`config.mk`:
```
export PLATFORM = sky130hd
export DESIGN_NAME = mc_sequencer
export DESIGN_NICKNAME = d
export VERILOG_FILES = /design/src/rtl/mips_pkg.sv /design/src/rtl/mc_sequencer.sv
export SDC_FILE = /design/constraint.sdc
export NUM_CORES = 1
export LEC_CHECK = 0
export CORE_MARGIN = 3
export CORE_UTILIZATION = 45
export CTS_CLUSTER_SIZE = 40
export DETAILED_ROUTE_END_ITERATION = 10
export PLACE_DENSITY = 0.77
export SYNTH_ARGS = -nofsm -noshare
export SYNTH_HDL_FRONTEND = slang
export SYNTH_SLANG_ARGS = --single-unit
```
`constraint.sdc`:
```
create_clock -name clk -period 1.7 [get_ports clk]
set_input_delay 0.34 -clock clk [delete_from_list [all_inputs] [get_ports clk]]
set_output_delay 0.34 -clock clk [all_outputs]
set_load 0.005 [all_outputs]
```
`src/rtl/mips_pkg.sv`:
```
// Shared encodings for the multi-cycle MIPS control path: opcodes, alu_op
// codes, sequencer state codes and the control-word bundle.
package mips_pkg;

  localparam logic [5:0] OP_RTYPE = 6'h00;
  localparam logic [5:0] OP_LW    = 6'h23;
  localparam logic [5:0] OP_SW    = 6'h2B;
  localparam logic [5:0] OP_BEQ   = 6'h04;
  localparam logic [5:0] OP_ADDI  = 6'h08;
  localparam logic [5:0] OP_ANDI  = 6'h0C;
  localparam logic [5:0] OP_ORI   = 6'h0D;
  localparam logic [5:0] OP_J     = 6'h02;

  localparam logic [2:0] ALUOP_FUNCT = 3'd0;
  localparam logic [2:0] ALUOP_ADD   = 3'd1;
  localparam logic [2:0] ALUOP_AND   = 3'd2;
  localparam logic [2:0] ALUOP_OR    = 3'd3;
  localparam logic [2:0] ALUOP_SUB   = 3'd4;

  typedef enum logic [3:0] {
    ST_FETCH    = 4'd0,
    ST_DECODE   = 4'd1,
    ST_MEMADR   = 4'd2,
    ST_MEMRD    = 4'd3,
    ST_MEMWR    = 4'd4,
    ST_LW_WB    = 4'd5,
    ST_RTYPE_EX = 4'd6,
    ST_RTYPE_WB = 4'd7,
    ST_IMM_EX   = 4'd8,
    ST_IMM_WB   = 4'd9,
    ST_BEQ_EX   = 4'd10,
    ST_JUMP     = 4'd11,
    ST_ILLEGAL  = 4'd12
  } state_t;

  // Datapath control word driven by the sequencer every cycle.
  typedef struct packed {
    logic       pc_write;
    logic       pc_write_cond;
    logic       i_or_d;
    logic       mem_read;
    logic       mem_write;
    logic       ir_write;
    logic       mdr_write;
    logic       alu_out_write;
    logic       alu_src_a;
    logic [1:0] alu_src_b;
    logic [2:0] alu_op;
    logic [1:0] pc_source;
    logic       reg_dst;
    logic       mem_to_reg;
    logic       reg_write;
  } ctl_t;

  // ALU operation for the immediate-arithmetic group.
  function automatic logic [2:0] imm_alu_op(input logic [5:0] op);
    case (op)
      OP_ANDI: imm_alu_op = ALUOP_AND;
      OP_ORI:  imm_alu_op = ALUOP_OR;
      default: imm_alu_op = ALUOP_ADD;
    endcase
  endfunction

endpackage

```
`src/rtl/mc_sequencer.sv`:
```
// Multi-cycle main control FSM. ALU-consuming states run two phases so the
// registered alu_ctrl output is stable before the result is captured.
module mc_sequencer
  import mips_pkg::*;
(
  input  logic       clk,
  input  logic       rst,
  input  logic [5:0] opcode,
  input  logic       zero,
  input  logic       mem_ready,
  output logic       pc_write,
  output logic       pc_write_cond,
  output logic       i_or_d,
  output logic       mem_read,
  output logic       mem_write,
  output logic       ir_write,
  output logic       mdr_write,
  output logic       alu_out_write,
  output logic       alu_src_a,
  output logic [1:0] alu_src_b,
  output logic [2:0] alu_op,
  output logic [1:0] pc_source,
  output logic       reg_dst,
  output logic       mem_to_reg,
  output logic       reg_write,
  output logic [3:0] state,
  output logic       illegal
);

  state_t     st;
  logic       ph;
  logic [5:0] op_q;
  logic       ill_q;
  ctl_t       c;

  // Branch resolution (zero AND pc_write_cond) happens in the datapath.
  logic unused_zero;
  assign unused_zero = zero;

  // State/phase sequencing, opcode latch and sticky illegal flag.
  always_ff @(posedge clk) begin
    if (rst) begin
      st    <= ST_FETCH;
      ph    <= 1'b0;
      op_q  <= '0;
      ill_q <= 1'b0;
    end else begin
      case (st)
        ST_FETCH: begin
          if (!ph) ph <= 1'b1;
          else if (mem_ready) begin
            st <= ST_DECODE;
            ph <= 1'b0;
          end
        end
        ST_DECODE: begin
          if (!ph) ph <= 1'b1;
          else begin
            ph   <= 1'b0;
            op_q <= opcode;
            case (opcode)
              OP_RTYPE:                st <= ST_RTYPE_EX;
              OP_LW, OP_SW:            st <= ST_MEMADR;
              OP_BEQ:                  st <= ST_BEQ_EX;
              OP_ADDI, OP_ANDI, OP_ORI: st <= ST_IMM_EX;
              OP_J:                    st <= ST_JUMP;
              default: begin
                st    <= ST_ILLEGAL;
                ill_q <= 1'b1;
              end
            endcase
          end
        end
        ST_MEMADR: begin
          if (!ph) ph <= 1'b1;
          else begin
            ph <= 1'b0;
            if (op_q == OP_LW) st <= ST_MEMRD;
            else               st <= ST_MEMWR;
          end
        end
        ST_MEMRD: if (mem_ready) st <= ST_LW_WB;
        ST_MEMWR: if (mem_ready) st <= ST_FETCH;
        ST_RTYPE_EX: begin
          if (!ph) ph <= 1'b1;
          else begin
            ph <= 1'b0;
            st <= ST_RTYPE_WB;
          end
        end
        ST_IMM_EX: begin
          if (!ph) ph <= 1'b1;
          else begin
            ph <= 1'b0;
            st <= ST_IMM_WB;
          end
        end
        ST_BEQ_EX: begin
          if (!ph) ph <= 1'b1;
          else begin
            ph <= 1'b0;
            st <= ST_FETCH;
          end
        end
        ST_LW_WB, ST_RTYPE_WB, ST_IMM_WB, ST_JUMP: st <= ST_FETCH;
        ST_ILLEGAL: st <= ST_ILLEGAL;
        default: begin
          st <= ST_FETCH;
          ph <= 1'b0;
        end
      endcase
    end
  end

  // Moore decode of (state, phase); mem_ready gates only the capture enables.
  always_comb begin
    c = '0;
    if (!rst) begin
      case (st)
        ST_FETCH: begin
          c.mem_read  = 1'b1;
          c.alu_src_b = 2'd1;
          c.alu_op    = ALUOP_ADD;
          if (ph) begin
            c.ir_write = mem_ready;
            c.pc_write = mem_ready;
          end
        end
        ST_DECODE: begin
          c.alu_src_b     = 2'd3;
          c.alu_op        = ALUOP_ADD;
          c.alu_out_write = ph;
        end
        ST_MEMADR: begin
          c.alu_src_a     = 1'b1;
          c.alu_src_b     = 2'd2;
          c.alu_op        = ALUOP_ADD;
          c.alu_out_write = ph;
        end
        ST_MEMRD: begin
          c.mem_read  = 1'b1;
          c.i_or_d    = 1'b1;
          c.mdr_write = mem_ready;
        end
        ST_MEMWR: begin
          c.mem_write = 1'b1;
          c.i_or_d    = 1'b1;
        end
        ST_LW_WB: begin
          c.reg_write  = 1'b1;
          c.mem_to_reg = 1'b1;
        end
        ST_RTYPE_EX: begin
          c.alu_src_a     = 1'b1;
          c.alu_op        = ALUOP_FUNCT;
          c.alu_out_write = ph;
        end
        ST_RTYPE_WB: begin
          c.reg_write = 1'b1;
          c.reg_dst   = 1'b1;
        end
        ST_IMM_EX: begin
          c.alu_src_a     = 1'b1;
          c.alu_src_b     = 2'd2;
          c.alu_op        = imm_alu_op(op_q);
          c.alu_out_write = ph;
        end
        ST_IMM_WB: c.reg_write = 1'b1;
        ST_BEQ_EX: begin
          c.alu_src_a     = 1'b1;
          c.alu_op        = ALUOP_SUB;
          c.pc_source     = 2'd1;
          c.pc_write_cond = ph;
        end
        ST_JUMP: begin
          c.pc_write  = 1'b1;
          c.pc_source = 2'd2;
        end
        default: c = '0;
      endcase
    end
  end

  assign pc_write      = c.pc_write;
  assign pc_write_cond = c.pc_write_cond;
  assign i_or_d        = c.i_or_d;
  assign mem_read      = c.mem_read;
  assign mem_write     = c.mem_write;
  assign ir_write      = c.ir_write;
  assign mdr_write     = c.mdr_write;
  assign alu_out_write = c.alu_out_write;
  assign alu_src_a     = c.alu_src_a;
  assign alu_src_b     = c.alu_src_b;
  assign alu_op        = c.alu_op;
  assign pc_source     = c.pc_source;
  assign reg_dst       = c.reg_dst;
  assign mem_to_reg    = c.mem_to_reg;
  assign reg_write     = c.reg_write;
  assign state         = rst ? 4'd0 : st;
  assign illegal       = ill_q & ~rst;

endmodule

```
==> results.json, run 1 <==
{
  "die_height_um": 54.16,
  "clock-root-buffer": "clkbuf_4",
  "post_cts_resized": 142,
  "seq_area_frac_synth_pct": 23.02,
  "synth_nets": 158,
  "synth_most_common_cell": "nor2_1",
  "synth.ff_latch_count": 12,
  "ios": 34,
  "placed_area_um2": 1714,
  "error_line": "[ERROR DPL-0033] detailed placement checks failed during check placement.",
  "synth_edf_count": 0,
  "synth_area_leaders": "dfxtp_1, mux2i_1, nor2_1",
  "failed_stage": "clock tree synthesis",
  "yosysTopAreaCellShare_pct": 23.02,
  "synthesis.area_um2": 1044,
  "hold_buffers": 0,
  "post-cts-setup-buffers": 20,
  "die_w_um": 54.16,
  "yosys-top-cells-count": "nor2_1, dfxtp_1, nand2_1, nor3_1",
  "avgSynthCellArea_um2": 7.051,
  "htreeDepth": 1,
  "clockBufferDepth": 2,
  "initial_core_util_pct": 50.12,
  "synth_top_area_cell": "dfxtp_1",
  "dpl.cell_count": 241,
  "portBuffers": 32,
  "ys.flop_type": "dfxtp_1",
  "synth.distinct_cells": 42,
  "rows": 16,
  "cts.sinks": 12,
  "yosys_warnings": 0,
  "outcome": "aborted with a tool error",
  "post-dp-hpwl_um": 3009,
  "ys_async_sr_fraction_pct": 0,
  "gp_congestion": 0.8611,
  "syn-instance-count": 148,
  "cts_inserted_buffers": 3
}
==> logic make-up after synthesis <==
family	Yosys count	synth area share (%)
muxes	9	8.633
xor gates and xnor gates	1	0.8395
AOI/OAI and AO/OA	38	25.78
and+or+nand+nor	73	35.13
DFF	12	23.02
buffers and inverters	15	6.594
==> through the flow <==
stage          setup TNS (ns)  setup WS, ns  hold WS [ns]  utilization [%]
2_1_floorplan               0       0.09297        0.4681                -
3_3_place_gp           -10.63       -0.5282        0.4747            82.33
3_5_place_dp           -11.95       -0.5626        0.4851            82.33
==> inputs of run 2 (changes only) <==
- CORE_AREA: unset -> 3 3 64 66
- CORE_MARGIN: 3 -> unset
- CORE_UTILIZATION: 45 -> unset
- CTS_CLUSTER_SIZE: 40 -> unset
- DIE_AREA: unset -> 0 0 67 69
- PLACE_DENSITY: 0.77 -> unset
- PLACE_DENSITY_LB_ADDON: unset -> 0.15
==> run 2 against run 1 <==
The flow now finishes, with violations (negative setup slack). Area after synthesis did not move. Synthesized cell count unchanged.
==> results.json, run 2 <==
{
  "outcome": "finished, violations left",
  "failed_checks": "negative setup slack",
  "reg_top3": "op_q: 6 flops, st: 4 flops",
  "grt_usage_pct": 18.71,
  "grt_max_degree": 10,
  "maxSlewHeadroom_pct": 79.63,
  "die_area_um2": 4623,
  "worst_slack_ns": -0.09053,
  "finalMaxSlewViolations": 0,
  "vias_per_cell": 5.054,
  "grt_pass1_wl_um": 6906,
  "synth.distinct_cells": 42,
  "r2r_slack_ns": -0.04,
  "synth_top_area_cell": "dfxtp_1",
  "cts_inserted_buffers": 3,
  "post-dp-hpwl_um": 2917,
  "rows": 22,
  "crit_fanout": 2,
  "final_common_cell": "buf_4",
  "drt_first_pass_iters": 4,
  "hold_path_class": "flip-flop to flip-flop",
  "seq_area_frac_synth_pct": 23.02,
  "initial_core_util_pct": 28.72,
  "synth_edf_count": 0,
  "rsz0062_at_grt": "true",
  "ys.flop_type": "dfxtp_1",
  "portBuffers": 32,
  "drcViolationCount": 0,
  "final_cells": 296,
  "ys_async_sr_fraction_pct": 0,
  "synth_nets": 158,
  "leakagePower_nw": 1.059,
  "arrival_ns": 1.45,
  "clock-root-buffer": "clkbuf_8",
  "ios": 34,
  "yosys-top-cells-count": "nor2_1, dfxtp_1, nand2_1, nor3_1",
  "cts_tree": "done",
  "synth.ff_latch_count": 12,
  "routed_wl_um": 4443,
  "syn-instance-count": 148,
  "fmax_ghz": 0.5585,
  "yosys_warnings": 0,
  "gp_congestion": 0.8490,
  "synthesis.area_um2": 1044,
  "wl_per_cell_um": 15.01,
  "worstMarginPinSlew_ns": 0.3032,
  "diodes": 0,
  "dpl.cell_count": 268,
  "cp.required_ns": 1.36,
  "final_cell_mix": "buf_4, nor2_1, buf_2, buf_6, nand2_1",
  "rr_startpoint": "st[1]$_SDFFE_PP0P_",
  "regMostFlops": "op_q",
  "pre_cts_ws_ns": -0.5939,
  "synth_most_common_cell": "nor2_1",
  "clk_latency_ns": 0.24,
  "drv_cap": 0,
  "clockBufferDepth": 2,
  "fillers": 299,
  "setup_violations": 9,
  "die_height_um": 69,
  "period_needed_ns": 1.791,
  "largest_reg_flops": 6,
  "path_class": "flip-flop to primary output",
  "critPathLaunch": "op_q[5]$_SDFFE_PP0P_",
  "grt_pass1_vias": 1449,
  "drtAntennaViolNets": 0,
  "htreeDepth": 1,
  "synth_area_leaders": "dfxtp_1, mux2i_1, nor2_1",
  "antenna_found_initial": 0,
  "cts.sinks": 12,
  "hp-start": "ill_q$_SDFFE_PP0P_",
  "cts.reportedPaths.clkPinSlew_ns": 0.06,
  "coreArea_um2": 3633,
  "nets": 259,
  "hold_violations": 0,
  "yosysTopAreaCellShare_pct": 23.02,
  "endpoint_kind": "primary output",
  "dr.first_iter.drc_count": 40,
  "syn_to_final_growth_pct": 121.7,
  "die_w_um": 67,
  "period_share_pct": 105.3,
  "final_layout_size_suffix_gt1_share_pct": 59.68,
  "powerDensity_nw_per_um2": 463.7,
  "num_vias": 1496,
  "avgSynthCellArea_um2": 7.051,
  "startpoint_type": "flip-flop",
  "finClkSkew_ns": 0.004479,
  "overflow": 0,
  "ir_worst_vdd_v": 0.0003257
}
run 2: cell counts after synthesis:
Identical to the previous run, type by type.
run 2: cell families after synthesis:
family	count (synthesis)	share of synthesized area (%)
buffers and inverters	15	6.594
flip-flops	12	23.02
AND/OR/NAND/NOR	73	35.13
XOR/XNOR	1	0.8395
AO/OA/AOI/OAI	38	25.78
multiplexers	9	8.633
run 2: timing repair:
action	CTS	global route
pin swaps	21	18
hold buffers	0	0
setup endpoints to repair	26	23
buffers inserted	21	5
gates resized for setup	130	44
run 2: metrics by stage:
| stage | setup TNS [ns] | util [%] | hold slack [ns] | power (mW) | area, µm² |
|---|---|---|---|---|---|
| floorplan | 0 | - | 0.4681 | 0.4642 | 1045 |
| global placement | -11.98 | 49.14 | 0.4810 | 0.6470 | 1785 |
| detailed placement | -12.49 | 49.14 | 0.4893 | 0.6480 | 1785 |
| CTS | -0.3948 | 59.06 | 0.4989 | 1.010 | 2146 |
| global route | -0.8853 | 63.67 | 0.5189 | 1.135 | 2313 |
| finish | -0.3185 | 63.67 | 0.5015 | 1.073 | 2313 |
run 2: cell type report:
class / count / area (µm²) / share of cell area, %
multi-input combinational: 121 / 1006 / 43.48
timing repair buffer: 109 / 927.1 / 40.08
sequential: 12 / 255.2 / 11.03
tap: 48 / 60.06 / 2.596
clock buffer: 4 / 55.05 / 2.380
inverter: 2 / 10.01 / 0.4327
run 2: power breakdown:
part           leakage [nW]  internal [mW]  switching (mW)
logic                 0.929          0.238           0.211
registers             0.100          0.292          0.0160
clock network        0.0288          0.205           0.110
total                  1.06          0.735           0.338
run 2: final timing paths:
check	endpoint	cells after the start
max	alu_op[0]	4
min	ill_q$_SDFFE_PP0P_	2
max reg2reg	st[3]$_SDFFE_PP0P_	7
min reg2reg	ill_q$_SDFFE_PP0P_	2
run 2: worst max-delay path: stages, from the launching register on:
cell and delay [ns]:
dfxtp_1 0.31, or4_4 0.55, o21ai_2 0.15, a211oi_2 0.08
buf_2 0.13
run 2: metal layers:
layer,global-route usage [%],wire length (µm),vias up
li1,-,-,744
met1,25.30,1959,712
met2,31.33,2290,34
met3,2.117,144,6
met4,4.054,48,0
met5,0,0,-
No activity file was read; power rests on OpenSTA's default activity.
